**config.mk**
```make
export PLATFORM = sky130hd
export DESIGN_NAME = jc_bidir_n
export DESIGN_NICKNAME = d
export VERILOG_FILES = /design/src/rtl/jc_bidir_n.sv
export SDC_FILE = /design/constraint.sdc
export NUM_CORES = 1
export LEC_CHECK = 0
export BUFFER_PORTS_ARGS = -buffer_cell sky130_fd_sc_hd__clkbuf_2
export CORE_MARGIN = 5
export CORE_UTILIZATION = 25
export CTS_CLUSTER_SIZE = 24
export DETAILED_ROUTE_END_ITERATION = 8
export PLACE_DENSITY = 0.49
export SYNTH_ARGS = -nofsm -noshare
export SYNTH_HDL_FRONTEND = slang
export SYNTH_SLANG_ARGS = --single-unit
```
**constraint.sdc**
```tcl
create_clock -name clk -period 2.08 [get_ports clk]
set_clock_uncertainty 0.2 [all_clocks]
set_input_delay 0.208 -clock clk [delete_from_list [all_inputs] [get_ports clk]]
set_output_delay 0.208 -clock clk [all_outputs]
set_load 0.03 [all_outputs]
```
**src/rtl/jc_bidir_n.sv**
```systemverilog
// Bidirectional WIDTH-bit Johnson counter with a step prescaler, parallel load,
// illegal-state self-correction and phase/wrap status outputs.
module jc_bidir_n #(
    parameter int unsigned WIDTH = 4,
    parameter int unsigned DIV   = 1,
    parameter int unsigned PW    = $clog2(2 * WIDTH)
) (
    input  logic             clk,
    input  logic             rst,
    input  logic             goLeft,
    input  logic             goRight,
    input  logic             stop,
    input  logic             load,
    input  logic [WIDTH-1:0] d,
    output logic [WIDTH-1:0] q,
    output logic             dirLeft,
    output logic             run,
    output logic [PW-1:0]    phase,
    output logic             wrap,
    output logic             err
);

    localparam int unsigned   CW     = (DIV > 1) ? $clog2(DIV) : 1;
    localparam int unsigned   TW     = $clog2(WIDTH) + 1;
    localparam logic [CW-1:0] CntMax = CW'(DIV - 1);
    // 2*WIDTH wraps to the modulus of the phase width, which keeps 2W-pop exact.
    localparam logic [PW-1:0] TwoW   = PW'(2 * WIDTH);

    logic             runE;
    logic             dirE;
    logic             tick;
    logic [CW-1:0]    cnt;
    logic [CW-1:0]    cntNext;
    logic [TW-1:0]    trans;
    logic [PW-1:0]    pop;
    logic             legal;
    logic [WIDTH-1:0] qNext;
    logic             wrapNext;
    logic             errNext;

    // Buttons are active-low; stop beats goRight beats goLeft.
    always_comb begin
        runE = run;
        dirE = dirLeft;
        if (!stop) begin
            runE = 1'b0;
        end else if (!goRight) begin
            runE = 1'b1;
            dirE = 1'b0;
        end else if (!goLeft) begin
            runE = 1'b1;
            dirE = 1'b1;
        end
    end

    always_comb begin
        tick    = 1'b0;
        cntNext = '0;
        if (runE) begin
            tick    = (cnt == CntMax);
            cntNext = tick ? '0 : cnt + 1'b1;
        end
    end

    always_comb begin
        trans = '0;
        pop   = '0;
        for (int i = 0; i < WIDTH - 1; i++) begin
            trans = trans + TW'(q[i] ^ q[i+1]);
        end
        for (int i = 0; i < WIDTH; i++) begin
            pop = pop + PW'(q[i]);
        end
        legal = (trans <= TW'(1));
    end

    always_comb begin
        phase = '0;
        if (legal) begin
            if ((q == '0) || q[0]) begin
                phase = pop;
            end else begin
                phase = TwoW - pop;
            end
        end
    end

    always_comb begin
        qNext    = q;
        wrapNext = 1'b0;
        errNext  = 1'b0;
        if (load) begin
            qNext = d;
        end else if (!legal) begin
            qNext   = '0;
            errNext = 1'b1;
        end else if (tick) begin
            if (dirE) begin
                qNext = {q[WIDTH-2:0], ~q[WIDTH-1]};
            end else begin
                qNext = {~q[0], q[WIDTH-1:1]};
            end
            wrapNext = (qNext == '0);
        end
    end

    always_ff @(posedge clk) begin
        if (rst) begin
            q       <= '0;
            dirLeft <= 1'b1;
            run     <= 1'b0;
            cnt     <= '0;
            wrap    <= 1'b0;
            err     <= 1'b0;
        end else begin
            q       <= qNext;
            dirLeft <= dirE;
            run     <= runE;
            cnt     <= cntNext;
            wrap    <= wrapNext;
            err     <= errNext;
        end
    end

endmodule

```
==> results of run 1 <==
## logic make-up (layout without fill, tap and decap cells)
kind of cell	count (synthesis)	count (layout)	share of synthesized area
AOI/OAI and AO/OA	16	16	0.1720
xor gates and xnor gates	3	3	0.03926
adders and majority gates	7	7	0.1533
buffers and inverters	9	57	0.05046
other	1	1	0.005602
and+or+nand+nor	27	27	0.2804
DFF	9	9	0.2692
muxes	2	2	0.02991
## area by class of cell
class | instances | share of cell area
well taps | 30 | 0.03071
multi-input cells | 56 | 0.4759
repair buffers | 44 | 0.2784
inverters | 9 | 0.03582
flip-flops and latches | 9 | 0.1576
clock buffers | 4 | 0.02149
## metrics by stage
stage	total power [W]	util
after global routing	0.0007902	0.4846
after floorplan	0.0003831	-
after CTS	0.0006815	0.4410
final	0.0007380	0.4846
after global placement	0.0004691	0.3710
after detailed placement	0.0004716	0.3710
## tightest hold or removal path, cell delays in order
cell and delay [ps]:
clkbuf_2 80, a22oi_1 70, o21ai_1 80
## routing by layer
metal,up-vias,track usage,part of all wire
li1,361,-,-
met3,3,0.01446,0.039
met1,317,0.1513,0.47
met2,23,0.1794,0.48
met5,-,0,0
met4,0,0.03636,0.011
## state kept, by name (all words and copies together) (netlist names)
| signal | flops |
|---|---|
| cnt | 1 |
| dirLeft | 1 |
| err | 1 |
| q | 4 |
| run | 1 |
| wrap | 1 |
## path summary, 6_finish.rpt
path | from | to | slack [ps] | depth (start not counted)
setup / recovery | q[1] | phase[2] | -610 | 9
hold reg to reg | q[3] | q[2] | 460 | 3
setup reg to reg | q[3] | q[1] | -120 | 10
hold / removal | d[3] | q[3] | 20 | 3
## cell usage in the layout, fill, tap and decap left out, types with 2 or more instances in the layout
master	count
buf_6	4
buf_4	16
inv_1	3
and2_4	2
nor2b_4	2
nand2b_1	2
o21ai_1	4
and2b_1	2
a32oi_1	2
nor2_1	2
dlygate4sd3_1	3
dfxtp_1	5
mux2i_1	2
inv_4	4
buf_8	4
o21ai_0	2
nand3b_1	2
dfxtp_4	3
clkbuf_4	3
clkbuf_2	17
nor2b_1	2
a22oi_1	2
nand2_1	3
inv_2	2
ha_4	4
## where the power goes
group	switching, W	leakage, nW	internal [W]
Combinational	0.000197	0.451	0.000221
Clock	0.0000562	0.0150	0.0000736
Sequential	0.00000771	0.0766	0.000182
## what timing repair did
action	4_1_cts	5_1_grt
pin swaps	9	12
buffers inserted	5	8
hold endpoints to repair	3	0
gates cloned	0	0
setup endpoints to repair	8	8
hold buffers	3	0
gates resized for setup	23	18
==> run summary, run 1 <==
==================================================================================
Worst hold slack ....................................................     21.96 ps
Placed cells ........................................................          134
Final worst path period need ........................................      2690 ps
Post-synth top area cell ............................................      dfxtp_1
WS Path Type ........................................................      reg2out
Row Count ...........................................................           18
Total area of multi-input combinational cells .......................  581.8 sq um
Vias in the first global route ......................................          705
Final weighted congestion of routability-driven global placement ....       0.7647
H-tree levels .......................................................            1
Final Hold Vio Count ................................................            0
1st-pass router iterations ..........................................            4
Placeable Area ......................................................   2522 sq um
CTS Buf Count .......................................................            3
Max rail drop VDD ...................................................    0.3657 mV
Clock tree from TritonCTS ...........................................         done
Root buf cell .......................................................     clkbuf_4
Post-route standard cell area excluding fillers .....................   1222 sq um
Most Frequent Cell on Critical Path .................................         ha_4
CP delay by family, top .............................................  adder cells
Final routed wire length divided by cell count ......................     12.68 um
Cell chain of the critical path ..................................... fa_1, ha_2, ha_4, inv_2, ha_4, nor2b_4, xor2_1, and2_4, buf_8
DRC viols ...........................................................            0
Number of warnings printed during yosys synthesis ...................            0
Delay of the slowest cell on the worst path .........................       490 ps
Cell types with the highest counts after synthesis .................. dfxtp_1, inv_1, ha_1, o21ai_0, nor2b_1
RSZ-0062 raised after global routing ................................          yes
Final instance count without filler cells ...........................          152
GRT Resource Usage Total ............................................       0.1105
Total I/O pin count .................................................           21
# Max-Cap Violations ................................................            0
Chip width ..........................................................     61.75 um
Post-layout worst setup margin ......................................    -609.5 ps
Clk slew on worst S/H paths .........................................        60 ps
Initial DRC count ...................................................           17
Count of different cell masters after synthesis .....................           33
DP Worst Slack ......................................................    -377.9 ps
Antenna Violating Nets Remaining ....................................            0
Area added between synthesis and finish .............................       82.62%
Die outline height ..................................................     61.75 um
CP max FO ...........................................................            2
Area of the mapped netlist ..........................................  669.4 sq um
Wire length reported by the detailed router .........................     1.927 mm
Share of the synthesized area in the top cell type ..................       0.2692
Maximum buffer depth of the clock tree ..............................            2
Total cell area at the placement stage ..............................  935.9 sq um
Final setup violation count .........................................            8
Overflow left after global routing ..................................            0
Die footprint .......................................................   3812 sq um
Initial core utilization ............................................       0.2654
Pwr Density ......................................................... 603.8 nW/um^2
#FFs+latches synth ..................................................            9
Mapped Nets .........................................................           91
Critical path arrival ...............................................      2280 ps
Asr flop ratio synth ................................................            0
Routed vias .........................................................          704
Share of final-layout standard cells stronger than drive strength 1 .       0.5902
Nets@finish .........................................................          140
Critical Path RT ....................................................      1670 ps
Hold crit path type .................................................       in2reg
Number of enable-type register cells in the synthesized netlist .....            0
Syn Inst Count ......................................................           74
Number of buffers and inverters on the critical path ................            2
Element type at the critical path end ...............................  output port
Part of the cycle the worst path needs ..............................        1.293
Post-synthesis average cell area ....................................  9.046 sq um
Insertion delay to the later sink of the worst-skew pair ............       250 ps
Pin count of the biggest net entering global routing ................            9
Routed vias/inst ....................................................        4.632
Number of port buffers ..............................................           20
Antenna violations before repair ....................................            0
TNS Setup ...........................................................     -1469 ps
LEAKAGE .............................................................    0.5428 nW
Sequential element share of the synthesized area ....................       0.2692
Detailed Place HPWL .................................................     1.385 mm
Count of antenna diodes in the layout ...............................            0
Number of sinks handled by clock tree synthesis .....................            9
Achievable Freq .....................................................    371.8 MHz
Failing checks ...................................................... setup timing
Number of fill cells in the layout ..................................          236
Leading register cell type out of synthesis .........................      dfxtp_1
Cell with the biggest individual delay on the critical path .........         fa_1
Type of element launching the critical path .........................    flip-flop
Storage element area ................................................  192.7 sq um
Synth top area cells ................................................ dfxtp_1, ha_1, fa_1
Wire length of the first global-routing pass ........................     3.139 mm
Number of slew-limit violations in the final report .................            0
Status .............................................................. finished, violations left
==================================================================================
Note: power is estimated with default switching activity, not from simulation.
==> run 2: changes to the inputs <==
PLACE_DENSITY = 0.47   (was 0.49)
clock period = 3 ns   (was 2.08 ns; I/O delays follow)
==> run 2 against run 1 <==
Compared with the run above:
- the run now ends clean
- non-clock buffer count is 24 lower
- register-to-register slack better by 790 ps
- critical endpoint unchanged
- sequential share of layout area is 6.6 points higher
- largest power group unchanged
- largest cell class unchanged
- combinational power is 64% lower
- critical path type unchanged
==> run summary, run 2 (synthesized netlist as in run 1, its figures left out) <==
==================================================================================
Status .............................................................. complete, no violations
Wire length reported by the detailed router .........................     1.650 mm   -14%
Row Count ...........................................................           18   unchanged
Hold crit path type .................................................       in2reg
Initial DRC count ...................................................           21   +4
Number of buffers and inverters on the critical path ................            2   unchanged
Wire length of the first global-routing pass ........................     2.773 mm   -12%
Flip-flop count of the largest register after layout ................            4   unchanged
Number of sinks handled by clock tree synthesis .....................            9   unchanged
Initial core utilization ............................................       0.2654   unchanged
Part of the cycle the worst path needs ..............................       0.9494
Share of final-layout standard cells stronger than drive strength 1 .       0.3061   -0.2840
Achievable Freq .....................................................    351.1 MHz
Element type at the critical path end ...............................  output port
Final weighted congestion of routability-driven global placement ....       0.7652   about the same
Most common cell after layout, fill and taps aside ..................     clkbuf_2
Clock tree from TritonCTS ...........................................         done
Final worst path period need ........................................      2848 ps
# Max-Cap Violations ................................................            0   unchanged
Detailed Place HPWL .................................................     1.327 mm   -4.2%
Number of hold-repair buffers added at the cts stage ................            0   -3
Antenna Violating Nets Remaining ....................................            0   unchanged
RSZ-0062 raised after global routing ................................           no
Most Frequent Cell on Critical Path .................................         ha_1
CTS Buf Count .......................................................            3   unchanged
Area added between synthesis and finish .............................       26.17%
Maximum buffer depth of the clock tree ..............................            2   unchanged
Total I/O pin count .................................................           21   unchanged
Cell chain of the critical path ..................................... fa_1, ha_1, ha_1, inv_1, ha_1, nor2b_1, xor2_1, and2_1, buf_4
Pwr Density ......................................................... 454.4 nW/um^2   -25%
Routed vias .........................................................          597   -15%
Placeable Area ......................................................   2522 sq um   unchanged
Critical Path RT ....................................................      2500 ps   +830 ps
Die footprint .......................................................   3812 sq um   unchanged
Final routed wire length divided by cell count ......................     12.89 um   +1.7%
CP max FO ...........................................................            8   +6
Delay of the slowest cell on the worst path .........................       460 ps   -30 ps
Pin count of the biggest net entering global routing ................            9   unchanged
Root buf cell .......................................................     clkbuf_4
Routed vias/inst ....................................................        4.664   +0.70%
Number of slew-limit violations in the final report .................            0   unchanged
GRT Resource Usage Total ............................................      0.09957   -0.01092
Critical path arrival ...............................................      2350 ps   +70 ps
Chip width ..........................................................     61.75 um   unchanged
1st-pass router iterations ..........................................            5   +1
Overall power after layout ..........................................  0.0003838 W   -48%
Most frequent cells in the layout ................................... clkbuf_2, inv_1, dfxtp_1
WS Path Type ........................................................      reg2out
Final Hold Vio Count ................................................            0   unchanged
Antenna violations before repair ....................................            0   unchanged
Type of element launching the critical path .........................    flip-flop
Nets@finish .........................................................          116   -17%
Count of antenna diodes in the layout ...............................            0   unchanged
Final instance count without filler cells ...........................          128   -16%
Final setup violation count .........................................            0   -8
Register with the most flip-flops ...................................            q
Number of port buffers ..............................................           20   unchanged
CP delay by family, top .............................................  adder cells
H-tree levels .......................................................            1   unchanged
Die outline height ..................................................     61.75 um   unchanged
LEAKAGE .............................................................    0.3803 nW   -30%
Overflow left after global routing ..................................            0   unchanged
Cell with the biggest individual delay on the critical path .........         fa_1
DRC viols ...........................................................            0   unchanged
Clk slew on worst S/H paths .........................................        70 ps   about the same
Insertion delay to the later sink of the worst-skew pair ............       260 ps   about the same
Placed cells ........................................................          124   -7.5%
Max rail drop VDD ...................................................    0.1837 mV   -50%
Vias in the first global route ......................................          606   -14%
TNS Setup ...........................................................         0 ps   +1469 ps
==================================================================================
==> run 2: power breakdown <==
part | leakage, nW | total [W] | internal [W] | switching, W
logic | 0.289 | 0.000149 | 0.0000581 | 0.0000904
registers | 0.0759 | 0.000138 | 0.000127 | 0.0000115
clock network | 0.0150 | 0.0000970 | 0.0000513 | 0.0000458
==> run 2: final cells by class <==
| class | instances | area (sq um) |
|---|---|---|
| Fill cell | 280 | 1678 |
| Multi-Input combinational cell | 56 | 455.4 |
| Sequential cell | 9 | 188.9 |
| Timing Repair Buffer | 20 | 102.6 |
| Tap cell | 30 | 37.54 |
| Inverter | 9 | 33.78 |
| Clock buffer | 4 | 26.28 |
==> run 2: path summary, 6_finish.rpt <==
| kind | start | end | slack, ps | cells past startpoint |
|---|---|---|---|---|
| min reg2reg | q[1] | q[1] | 420 | 2 |
| min | d[2] | q[2] | 70 | 3 |
| max reg2reg | q[2] | q[0] | 670 | 8 |
| max | q[1] | phase[2] | 150 | 9 |
==> run 2: repair_timing <==
item | CTS | global route
buffers inserted | 0 | 0
pin swaps | 0 | 1
endpoints found under the setup margin | 1 | 1
gates resized for setup | 2 | 6
==> run 2: worst min-delay path, cell delays in order <==
cell and delay, ps:
clkbuf_2 80, a32oi_1 50, o21ai_0 70
==> run 2: metal layers <==
layer / vias up / track usage / routed length (um)
met2: 16 / 0.1540 / 779
met1: 271 / 0.1330 / 812
met3: 0 / 0.02066 / 58
met4: 0 / 0.04545 / 0
li1: 310 / - / -
met5: - / 0 / 0
==> run 2: through the flow <==
step                  util  cell area, sq um  worst slack (ps)  hold slack, ps
floorplan                -             669.4             147.9           171.1
global placement    0.3199             807.0             292.3           321.4
detailed placement  0.3199             807.0             221.3           316.5
CTS                 0.3313             835.8             43.82           53.81
global route        0.3348             844.6             3.157           51.75
finish              0.3348             844.6             151.9           65.30
